$ cat src/rtl/mem_arbiter_if.sv
// Bundle of the fetch port, the load/store port, the shared-memory port and busy for mem_arbiter.
// The arbiter uses the slave modport; the requesters and the memory model use master.
interface mem_arbiter_if #(
  parameter int AW = 32,
  parameter int DW = 32
);
  logic          if_req;
  logic [AW-1:0] if_addr;
  logic          if_gnt;
  logic          if_rvalid;
  logic [DW-1:0] if_rdata;

  logic          d_req;
  logic          d_we;
  logic [AW-1:0] d_addr;
  logic [DW-1:0] d_wdata;
  logic          d_gnt;
  logic          d_rvalid;
  logic [DW-1:0] d_rdata;

  logic          mem_en;
  logic          mem_we;
  logic [AW-1:0] mem_addr;
  logic [DW-1:0] mem_wdata;
  logic [DW-1:0] mem_rdata;

  logic          busy;

  modport slave (
    input  if_req, if_addr, d_req, d_we, d_addr, d_wdata, mem_rdata,
    output if_gnt, if_rvalid, if_rdata, d_gnt, d_rvalid, d_rdata,
    output mem_en, mem_we, mem_addr, mem_wdata, busy
  );

  modport master (
    output if_req, if_addr, d_req, d_we, d_addr, d_wdata, mem_rdata,
    input  if_gnt, if_rvalid, if_rdata, d_gnt, d_rvalid, d_rdata,
    input  mem_en, mem_we, mem_addr, mem_wdata, busy
  );
endinterface

$ cat src/rtl/mem_arbiter.sv
// Fetch/load-store arbiter for one single-port memory: grant in IDLE, LAT access cycles, one response cycle.
// Optional feature: define ARB_ROUND_ROBIN_EN for round-robin tie breaking (default: data always wins).
module mem_arbiter #(
  parameter int AW  = 32,
  parameter int DW  = 32,
  parameter int LAT = 2
) (
  input  logic         CLK,
  input  logic         RST,
  mem_arbiter_if.slave bus
);

  typedef enum logic [1:0] {
    IDLE   = 2'd0,
    ACCESS = 2'd1,
    RESP   = 2'd2
  } state_e;

  localparam logic [3:0] CNT_INIT = 4'(LAT - 1);

  state_e        state_q;
  logic [3:0]    cnt_q;
  logic          owner_data_q;
  logic          mem_en_q;
  logic          mem_we_q;
  logic [AW-1:0] mem_addr_q;
  logic [DW-1:0] mem_wdata_q;
  logic [DW-1:0] if_rdata_q;
  logic [DW-1:0] d_rdata_q;
  logic          if_rvalid_q;
  logic          d_rvalid_q;
  logic          busy_q;
`ifdef ARB_ROUND_ROBIN_EN
  logic          prefer_data_q;
`endif

  logic pick_data;
  logic grant_any;

  // Winner selection; a grant raised while RST is high would be lost, so it is suppressed.
  always_comb begin
`ifdef ARB_ROUND_ROBIN_EN
    if (bus.d_req && bus.if_req) begin
      pick_data = prefer_data_q;
    end else begin
      pick_data = bus.d_req;
    end
`else
    pick_data = bus.d_req;
`endif
    grant_any = (state_q == IDLE) && !RST && (bus.d_req || bus.if_req);
  end

  assign bus.d_gnt     = grant_any && pick_data;
  assign bus.if_gnt    = grant_any && !pick_data;
  assign bus.mem_en    = mem_en_q;
  assign bus.mem_we    = mem_we_q;
  assign bus.mem_addr  = mem_addr_q;
  assign bus.mem_wdata = mem_wdata_q;
  assign bus.if_rdata  = if_rdata_q;
  assign bus.d_rdata   = d_rdata_q;
  assign bus.if_rvalid = if_rvalid_q;
  assign bus.d_rvalid  = d_rvalid_q;
  assign bus.busy      = busy_q;

  // Transaction FSM; memory-side and response outputs are all registered here.
  always_ff @(posedge CLK) begin
    if (RST) begin
      state_q      <= IDLE;
      cnt_q        <= 4'd0;
      owner_data_q <= 1'b0;
      mem_en_q     <= 1'b0;
      mem_we_q     <= 1'b0;
      mem_addr_q   <= '0;
      mem_wdata_q  <= '0;
      if_rdata_q   <= '0;
      d_rdata_q    <= '0;
      if_rvalid_q  <= 1'b0;
      d_rvalid_q   <= 1'b0;
      busy_q       <= 1'b0;
`ifdef ARB_ROUND_ROBIN_EN
      prefer_data_q <= 1'b1;
`endif
    end else begin
      case (state_q)
        IDLE: begin
          if (grant_any) begin
            state_q      <= ACCESS;
            cnt_q        <= CNT_INIT;
            owner_data_q <= pick_data;
            mem_en_q     <= 1'b1;
            mem_we_q     <= pick_data && bus.d_we;
            mem_addr_q   <= pick_data ? bus.d_addr : bus.if_addr;
            mem_wdata_q  <= pick_data ? bus.d_wdata : '0;
            busy_q       <= 1'b1;
`ifdef ARB_ROUND_ROBIN_EN
            prefer_data_q <= !pick_data;
`endif
          end else begin
            state_q <= IDLE;
          end
        end
        ACCESS: begin
          if (cnt_q == 4'd0) begin
            state_q  <= RESP;
            mem_en_q <= 1'b0;
            mem_we_q <= 1'b0;
            if (owner_data_q) begin
              d_rdata_q  <= mem_we_q ? '0 : bus.mem_rdata;
              d_rvalid_q <= 1'b1;
            end else begin
              if_rdata_q  <= bus.mem_rdata;
              if_rvalid_q <= 1'b1;
            end
          end else begin
            cnt_q <= cnt_q - 4'd1;
          end
        end
        RESP: begin
          state_q     <= IDLE;
          if_rvalid_q <= 1'b0;
          d_rvalid_q  <= 1'b0;
          busy_q      <= 1'b0;
        end
        default: begin
          state_q     <= IDLE;
          mem_en_q    <= 1'b0;
          mem_we_q    <= 1'b0;
          if_rvalid_q <= 1'b0;
          d_rvalid_q  <= 1'b0;
          busy_q      <= 1'b0;
        end
      endcase
    end
  end

endmodule

$ cat src/flat_wrapper.sv
// flat-port wrapper written by rule: the top's interface ports become plain ports
module mem_arbiter_flat 
#(
  parameter int AW  = 32,
  parameter int DW  = 32,
  parameter int LAT = 2
)
  (CLK, RST, bus_if_req, bus_if_addr, bus_d_req, bus_d_we, bus_d_addr, bus_d_wdata, bus_mem_rdata, bus_if_gnt, bus_if_rvalid, bus_if_rdata, bus_d_gnt, bus_d_rvalid, bus_d_rdata, bus_mem_en, bus_mem_we, bus_mem_addr, bus_mem_wdata, bus_busy);
  mem_arbiter_if #(.AW(AW), .DW(DW)) bus_i ();
  input  logic CLK;
  input  logic RST;
  input wire logic [$bits(bus_i.if_req)-1:0] bus_if_req;
  input wire logic [$bits(bus_i.if_addr)-1:0] bus_if_addr;
  input wire logic [$bits(bus_i.d_req)-1:0] bus_d_req;
  input wire logic [$bits(bus_i.d_we)-1:0] bus_d_we;
  input wire logic [$bits(bus_i.d_addr)-1:0] bus_d_addr;
  input wire logic [$bits(bus_i.d_wdata)-1:0] bus_d_wdata;
  input wire logic [$bits(bus_i.mem_rdata)-1:0] bus_mem_rdata;
  output wire logic [$bits(bus_i.if_gnt)-1:0] bus_if_gnt;
  output wire logic [$bits(bus_i.if_rvalid)-1:0] bus_if_rvalid;
  output wire logic [$bits(bus_i.if_rdata)-1:0] bus_if_rdata;
  output wire logic [$bits(bus_i.d_gnt)-1:0] bus_d_gnt;
  output wire logic [$bits(bus_i.d_rvalid)-1:0] bus_d_rvalid;
  output wire logic [$bits(bus_i.d_rdata)-1:0] bus_d_rdata;
  output wire logic [$bits(bus_i.mem_en)-1:0] bus_mem_en;
  output wire logic [$bits(bus_i.mem_we)-1:0] bus_mem_we;
  output wire logic [$bits(bus_i.mem_addr)-1:0] bus_mem_addr;
  output wire logic [$bits(bus_i.mem_wdata)-1:0] bus_mem_wdata;
  output wire logic [$bits(bus_i.busy)-1:0] bus_busy;
  assign bus_i.if_req = bus_if_req;
  assign bus_i.if_addr = bus_if_addr;
  assign bus_i.d_req = bus_d_req;
  assign bus_i.d_we = bus_d_we;
  assign bus_i.d_addr = bus_d_addr;
  assign bus_i.d_wdata = bus_d_wdata;
  assign bus_i.mem_rdata = bus_mem_rdata;
  assign bus_if_gnt = bus_i.if_gnt;
  assign bus_if_rvalid = bus_i.if_rvalid;
  assign bus_if_rdata = bus_i.if_rdata;
  assign bus_d_gnt = bus_i.d_gnt;
  assign bus_d_rvalid = bus_i.d_rvalid;
  assign bus_d_rdata = bus_i.d_rdata;
  assign bus_mem_en = bus_i.mem_en;
  assign bus_mem_we = bus_i.mem_we;
  assign bus_mem_addr = bus_i.mem_addr;
  assign bus_mem_wdata = bus_i.mem_wdata;
  assign bus_busy = bus_i.busy;
  mem_arbiter #(.AW(AW), .DW(DW), .LAT(LAT)) u_core (.CLK(CLK), .RST(RST), .bus(bus_i));
endmodule
$ cat config.mk
export PLATFORM = sky130hd
export DESIGN_NAME = mem_arbiter_flat
export DESIGN_NICKNAME = d
export VERILOG_FILES = /design/src/rtl/mem_arbiter_if.sv /design/src/rtl/mem_arbiter.sv /design/src/flat_wrapper.sv
export SDC_FILE = /design/constraint.sdc
export NUM_CORES = 1
export LEC_CHECK = 0
export BUFFER_PORTS_ARGS = -buffer_cell sky130_fd_sc_hd__buf_4
export CAP_MARGIN = 0
export CORE_ASPECT_RATIO = 0.7
export CORE_MARGIN = 2
export CORE_UTILIZATION = 49
export CTS_BUF_LIST = sky130_fd_sc_hd__clkbuf_4
export DETAILED_ROUTE_END_ITERATION = 8
export PLACE_DENSITY_LB_ADDON = 0.1
export SLEW_MARGIN = 30
export SYNTH_ARGS = -nofsm -noshare
export SYNTH_HDL_FRONTEND = slang
export SYNTH_SLANG_ARGS = --single-unit
$ cat constraint.sdc
create_clock -name CLK -period 1.8 [get_ports CLK]
set_input_delay 0.36 -clock CLK [delete_from_list [all_inputs] [get_ports CLK]]
set_output_delay 0.36 -clock CLK [all_outputs]
set_load 0.005 [all_outputs]
== Word-level counts from Yosys, hierarchy flattened ==
Index checks and enable logic that the tools add are counted.
Storage, ports and cells
  bits in registers: 140
  output and inout port bits: 135
  logic and storage cells: 64
Operators by class
  $add $sub $neg: 1
  equality and inequality tests: 7
  mux-type cells: 21
  bitwise logic cells: 4
  reduce and logical (&&, ||, !) cells: 19
Operators by type and width (number)
  32-bit two-way mux: 3
  3-bit AND reduction: 6
  1-bit two-way mux: 8
  4-bit two-way mux: 2
  4-bit case mux with 2 select lines: 1
  2-bit by 1-bit != test with 1-bit output, second input constant: 3
  1-bit case mux with 2 select lines: 3
  1-bit case mux with 3 select lines: 2
  1-bit logical AND: 5
  4-bit logical NOT: 1
  2-bit != test, second input constant: 2
  1-bit inverter: 4
  2-bit case mux with 2 select lines: 1
  2-bit AND reduction: 2
  4-bit by 1-bit subtractor with 4-bit output, second input constant: 1
  2-bit by 1-bit == test with 1-bit output, second input constant: 1
  2-bit == test, second input constant: 1
  1-bit logical NOT: 2
  2-bit logical NOT: 1
  2-bit two-way mux: 1
  2-bit nonzero test: 1
  1-bit logical OR: 1

== Logic depth before layout (Yosys ltp) ==
  word-level depth: 5
  mapped depth: 7
  gate-level depth less buffers: 5

== Worst setup path after synthesis ==
Ideal clock, no wire load.
  path kind: reg2reg
  start point: register u_core.cnt_q[0]
  end point: register u_core.if_rdata_q[0] (netlist: u_core.bus.if_rdata[0])
  library setup time: 0.072 ns
  arrival time: 1.476 ns
  data required time: 1.728 ns
  setup slack: 0.252 ns
  stages on the path, launching flop included: 7
  clock period less this slack: 1.548 ns
  path through: dfxtp_1 -> inv_1 -> ha_1 -> nand4bb_4 -> nor3_2 -> buf_6 -> mux2i_1
On the way
  longest elaborated chain between the ends: 2
RTL lines
  start, declared: line mem_arbiter.sv:22  | logic [3:0] cnt_q;
  start signal, assigned: line mem_arbiter.sv:116  | cnt_q <= cnt_q - 4'd1;
  4-bit logical NOT: line mem_arbiter.sv:104  | if (cnt_q == 4'd0) begin
  3-bit AND reduction (no source line)
  end signal, assigned: line mem_arbiter.sv:112  | if_rdata_q <= bus.mem_rdata;
  end, declared: line mem_arbiter.sv:28  | logic [DW-1:0] if_rdata_q;
Every way passes these cells.
A chain may end at the register's enable or synchronous reset.

== Worst setup path in the final report ==
  start point: register u_core.state_q[0]
  end point: output bus_if_gnt
On the way
  longest elaborated chain between the ends: 4
RTL lines
  start, declared: line mem_arbiter.sv:21  | state_e state_q;
  start signal, assigned: line mem_arbiter.sv:69  | state_q <= IDLE;
  start signal, assigned: line mem_arbiter.sv:88  | state_q <= ACCESS;
  start signal, assigned: line mem_arbiter.sv:100  | state_q <= IDLE;
  2-bit logical NOT: line mem_arbiter.sv:51  | grant_any = (state_q == IDLE) && !RST && (bus.d_req || bus.if_req);
  1-bit logical AND (2 in series): line mem_arbiter.sv:51
  1-bit logical AND: line mem_arbiter.sv:55  | assign bus.if_gnt = grant_any && !pick_data;
  end, declared: line flat_wrapper.sv:19  | output wire logic [$bits(bus_i.if_gnt)-1:0] bus_if_gnt;
Every way passes these cells.

==> results_dict.tcl <==
set metrics [dict create \
    multi_input_area_um2 2850 \
    crit_arrival_ns 1.68 \
    power_leakage_nw 3.55 \
    antenna_left 0 \
    cp-end-kind "output pin" \
    area_growth_pct 41.2 \
    ir_worst_vdd_v 0.000537 \
    met3_usage 0.0764 \
    clock_latency_ns 0.53 \
    cp-start-kind "flop" \
    ys_warn_count 0 \
    wl_per_cell_um 16.4 \
    die_x_um 136 \
    setup-violations-final 1 \
    postSynthAreaPerCell_um2 9.46 \
    violations "setup timing" \
    finalWirelength_um 17200 \
    gp_congestion 0.822 \
    cts_buffers 17 \
    ys_seq_area_frac 0.472 \
    rrSetupSlack_ns 0.14 \
    ys_ff_latch 140 \
    grt_pass1_wl_um 27000 \
    core_area_um2 11800 \
    synth_top_area_share 0.472 \
    hpwlAfterDp_um 12400 \
    cp_max_fo 4 \
    grt_setup_unrepaired "yes" \
    synth_edf_count 0 \
    cts.clk_slew.worst_paths_ns 0.12 \
    min_path_cells 2 \
    synthFlopType "dfxtp_1" \
    dieArea_um2 13000 \
    finClkSkew_ns 0.0165 \
    port_buffers 267 \
    layout_setup_ws_ns -0.239 \
    first_pass_iters 4 \
    clock-sinks 140 \
    grt_util_all_layers 0.262 \
    synth_cells 628 \
    finalCritPeriodShare 1.13 \
    hold_violations 0 \
    initial_core_util 0.505 \
    chipHeight_um 96.1 \
    r2r-end "u_core.bus.d_rdata[26]$_SDFFE_PP0P_" \
    clockBufferDepth 2 \
    min_from "bus_if_addr[29]" \
    grt_max_degree 115 \
    pin_count 268 \
    dr.first_iter.drc_count 321 \
    criticalPathCategory "flop to output pin" \
    period_needed_ns 2.04 \
    relSlewSlack 0.714 \
    yosys.area.top_type "dfxtp_1" \
    status "finished, violations left" \
    cts_tree "yes" \
    antenna_found_initial 0 \
    ys_types 41 \
    htreeDepth 4 \
    hold_class "input pin to flop" \
    fillers 930 \
    hold_slack_ns 0.0579 \
    async_reset_ff_frac 0 \
    r2r_cells 6 \
    r2r_start "u_core.cnt_q[0]$_SDFFE_PP0P_" \
    vias 5650 \
    seq_area_um2 2810 \
    syn_area_um2 5940 \
    n_antenna_cell 0 \
    fmax_mhz 491 \
    layout-drive-gt1-share 0.393 \
    fin_util 0.712 \
    yosys-top-cells-area "dfxtp_1 47%, mux2i_1 9.4%, a21oi_1 7.9%, nand2b_1 7.0%, o21ai_0 5.5%" \
    grt_pass1_vias 5467 \
    slew_violations 0 \
    clockRootBuffer "clkbuf_4" \
    grtUsageMet1 0.318 \
    whs_endpoint "u_core.bus.mem_addr[29]$_SDFFE_PP0P_" \
    worst_slew_pin_slew_ns 0.429 \
    p_per_area_nw_per_um2 844 \
    use_met2 0.449 \
    grt_overflow_total 0 \
    drc 0 \
    num_rows 33 \
    nNetsFinal 1016 \
    synth_fp_nets 763 \
    maxCapViolCount 0 \
    busiest_layer "met2" \
    vias_per_cell 5.38 \
    crit_required_ns 1.44 \
]
==> power by group <==
group          internal (mW)  switching [mW]  total (mW)
Sequential              3.34           0.139        3.48
Clock                  0.720            1.18        1.90
Combinational          0.881           0.815        1.70
Total                   4.94            2.14        7.08
==> through the flow <==
stage          cells  worst slack, ns  instance area [µm²]  power (mW)  setup TNS, ns
5_1_grt         1051           -0.339                 8380        7.44         -0.474
6_report        1051           -0.239                 8380        7.08         -0.239
3_5_place_dp    1015          -0.0671                 8070        5.22        -0.0671
4_1_cts         1049           -0.283                 8360        7.13         -0.358
2_1_floorplan    628            0.252                 5940        4.39              0
3_3_place_gp    1015            0.138                 8070        5.16              0
==> layer usage <==
metal | up-vias | wire [µm]
met4 | 0 | 332
li1 | 2746 | -
met2 | 208 | 8480
met5 | - | 0
met1 | 2670 | 7120
met3 | 26 | 1270
==> how the worst max path moves through the flow <==
stage	start	end	slack [ns]
3_3_place_gp	u_core.cnt_q[0]$_SDFFE_PP0P_	u_core.bus.mem_we$_SDFFE_PP0P_	0.14
5_1_grt	u_core.state_q[0]$_SDFFE_PP0P_	bus_if_gnt	-0.34
6_report	u_core.state_q[0]$_SDFFE_PP0P_	bus_if_gnt	-0.24
3_5_place_dp	u_core.cnt_q[0]$_SDFFE_PP0P_	u_core.bus.mem_we$_SDFFE_PP0P_	-0.07
4_1_cts	u_core.state_q[1]$_SDFFE_PP0P_	bus_if_gnt	-0.28
2_1_floorplan	u_core.cnt_q[0]$_SDFFE_PP0P_	u_core.bus.if_rdata[0]$_SDFFE_PP0P_	0.25
==> kinds of logic after synthesis <==
| family | synth area share |
|---|---|
| compound gates | 0.193 |
| simple gates | 0.182 |
| flops | 0.472 |
| buf+inv | 0.0541 |
| mux | 0.0944 |
| fa+ha+maj | 0.00421 |
==> flip-flops by register name (all words and copies together) (netlist names), 2 cells and up <==
register	cells
u_core.bus.d_rdata	32
u_core.bus.if_rdata	32
u_core.bus.mem_addr	32
u_core.bus.mem_wdata	32
u_core.cnt_q	4
u_core.state_q	2
==> cells in the final DEF (no fill, tap or decap), drive strengths merged, types with 5 or more instances in the layout <==
| cell | netlist | routed |
|---|---|---|
| clkbuf | 35 | 19 |
| buf | 27 | 295 |
| nand2b | 66 | 66 |
| nand4b | 32 | 32 |
| a221o | 8 | 8 |
| o21ai | 65 | 65 |
| dfxtp | 140 | 140 |
| nand2 | 34 | 34 |
| a211oi | 24 | 24 |
| inv | 3 | 5 |
| clkinvlp | 0 | 6 |
| a21oi | 94 | 94 |
| mux2i | 56 | 56 |
| and2 | 8 | 8 |
==> cells in the mapped netlist, types with 2 or more instances <==
cell type and count:
ha_1 2, a31oi_1 2, nor3_1 2, nand2_1 34, inv_1 3, clkbuf_1 35
mux2i_1 56, o21ai_0 65, a211oi_1 24, and2_1 8, buf_2 14, nor2b_1 4
buf_1 3, nand4b_1 32, o221ai_1 2, nor2_1 3, or3_1 2, buf_4 4
nor4b_4 2, dfxtp_1 140, nand2b_1 66, buf_6 6, a221o_2 8, a21oi_1 94
==> critical path, cell delays in order, from the launching register on <==
cell	delay, ns
dfxtp_2	0.34
or2_4	0.26
nor4b_4	0.38
buf_4	0.18
==> cell type report <==
type	count	share of cell area
Tap cell	157	0.0234
Clock buffer	19	0.0170
Inverter	3	0.00134
Multi-Input combinational cell	423	0.340
Clock inverter	13	0.0143
Timing Repair Buffer	296	0.269
Sequential cell	140	0.335
==> repair_timing <==
action / CTS / global route
hold buffers: 0 / 1
resized for setup: 3 / 4
cloned: 0 / 0
buffers inserted: 2 / 1
endpoints found under the hold margin: 0 / 1
pin swaps: 2 / 3
endpoints found under the setup margin: 3 / 21
No activity file was read; power rests on OpenSTA's default activity.
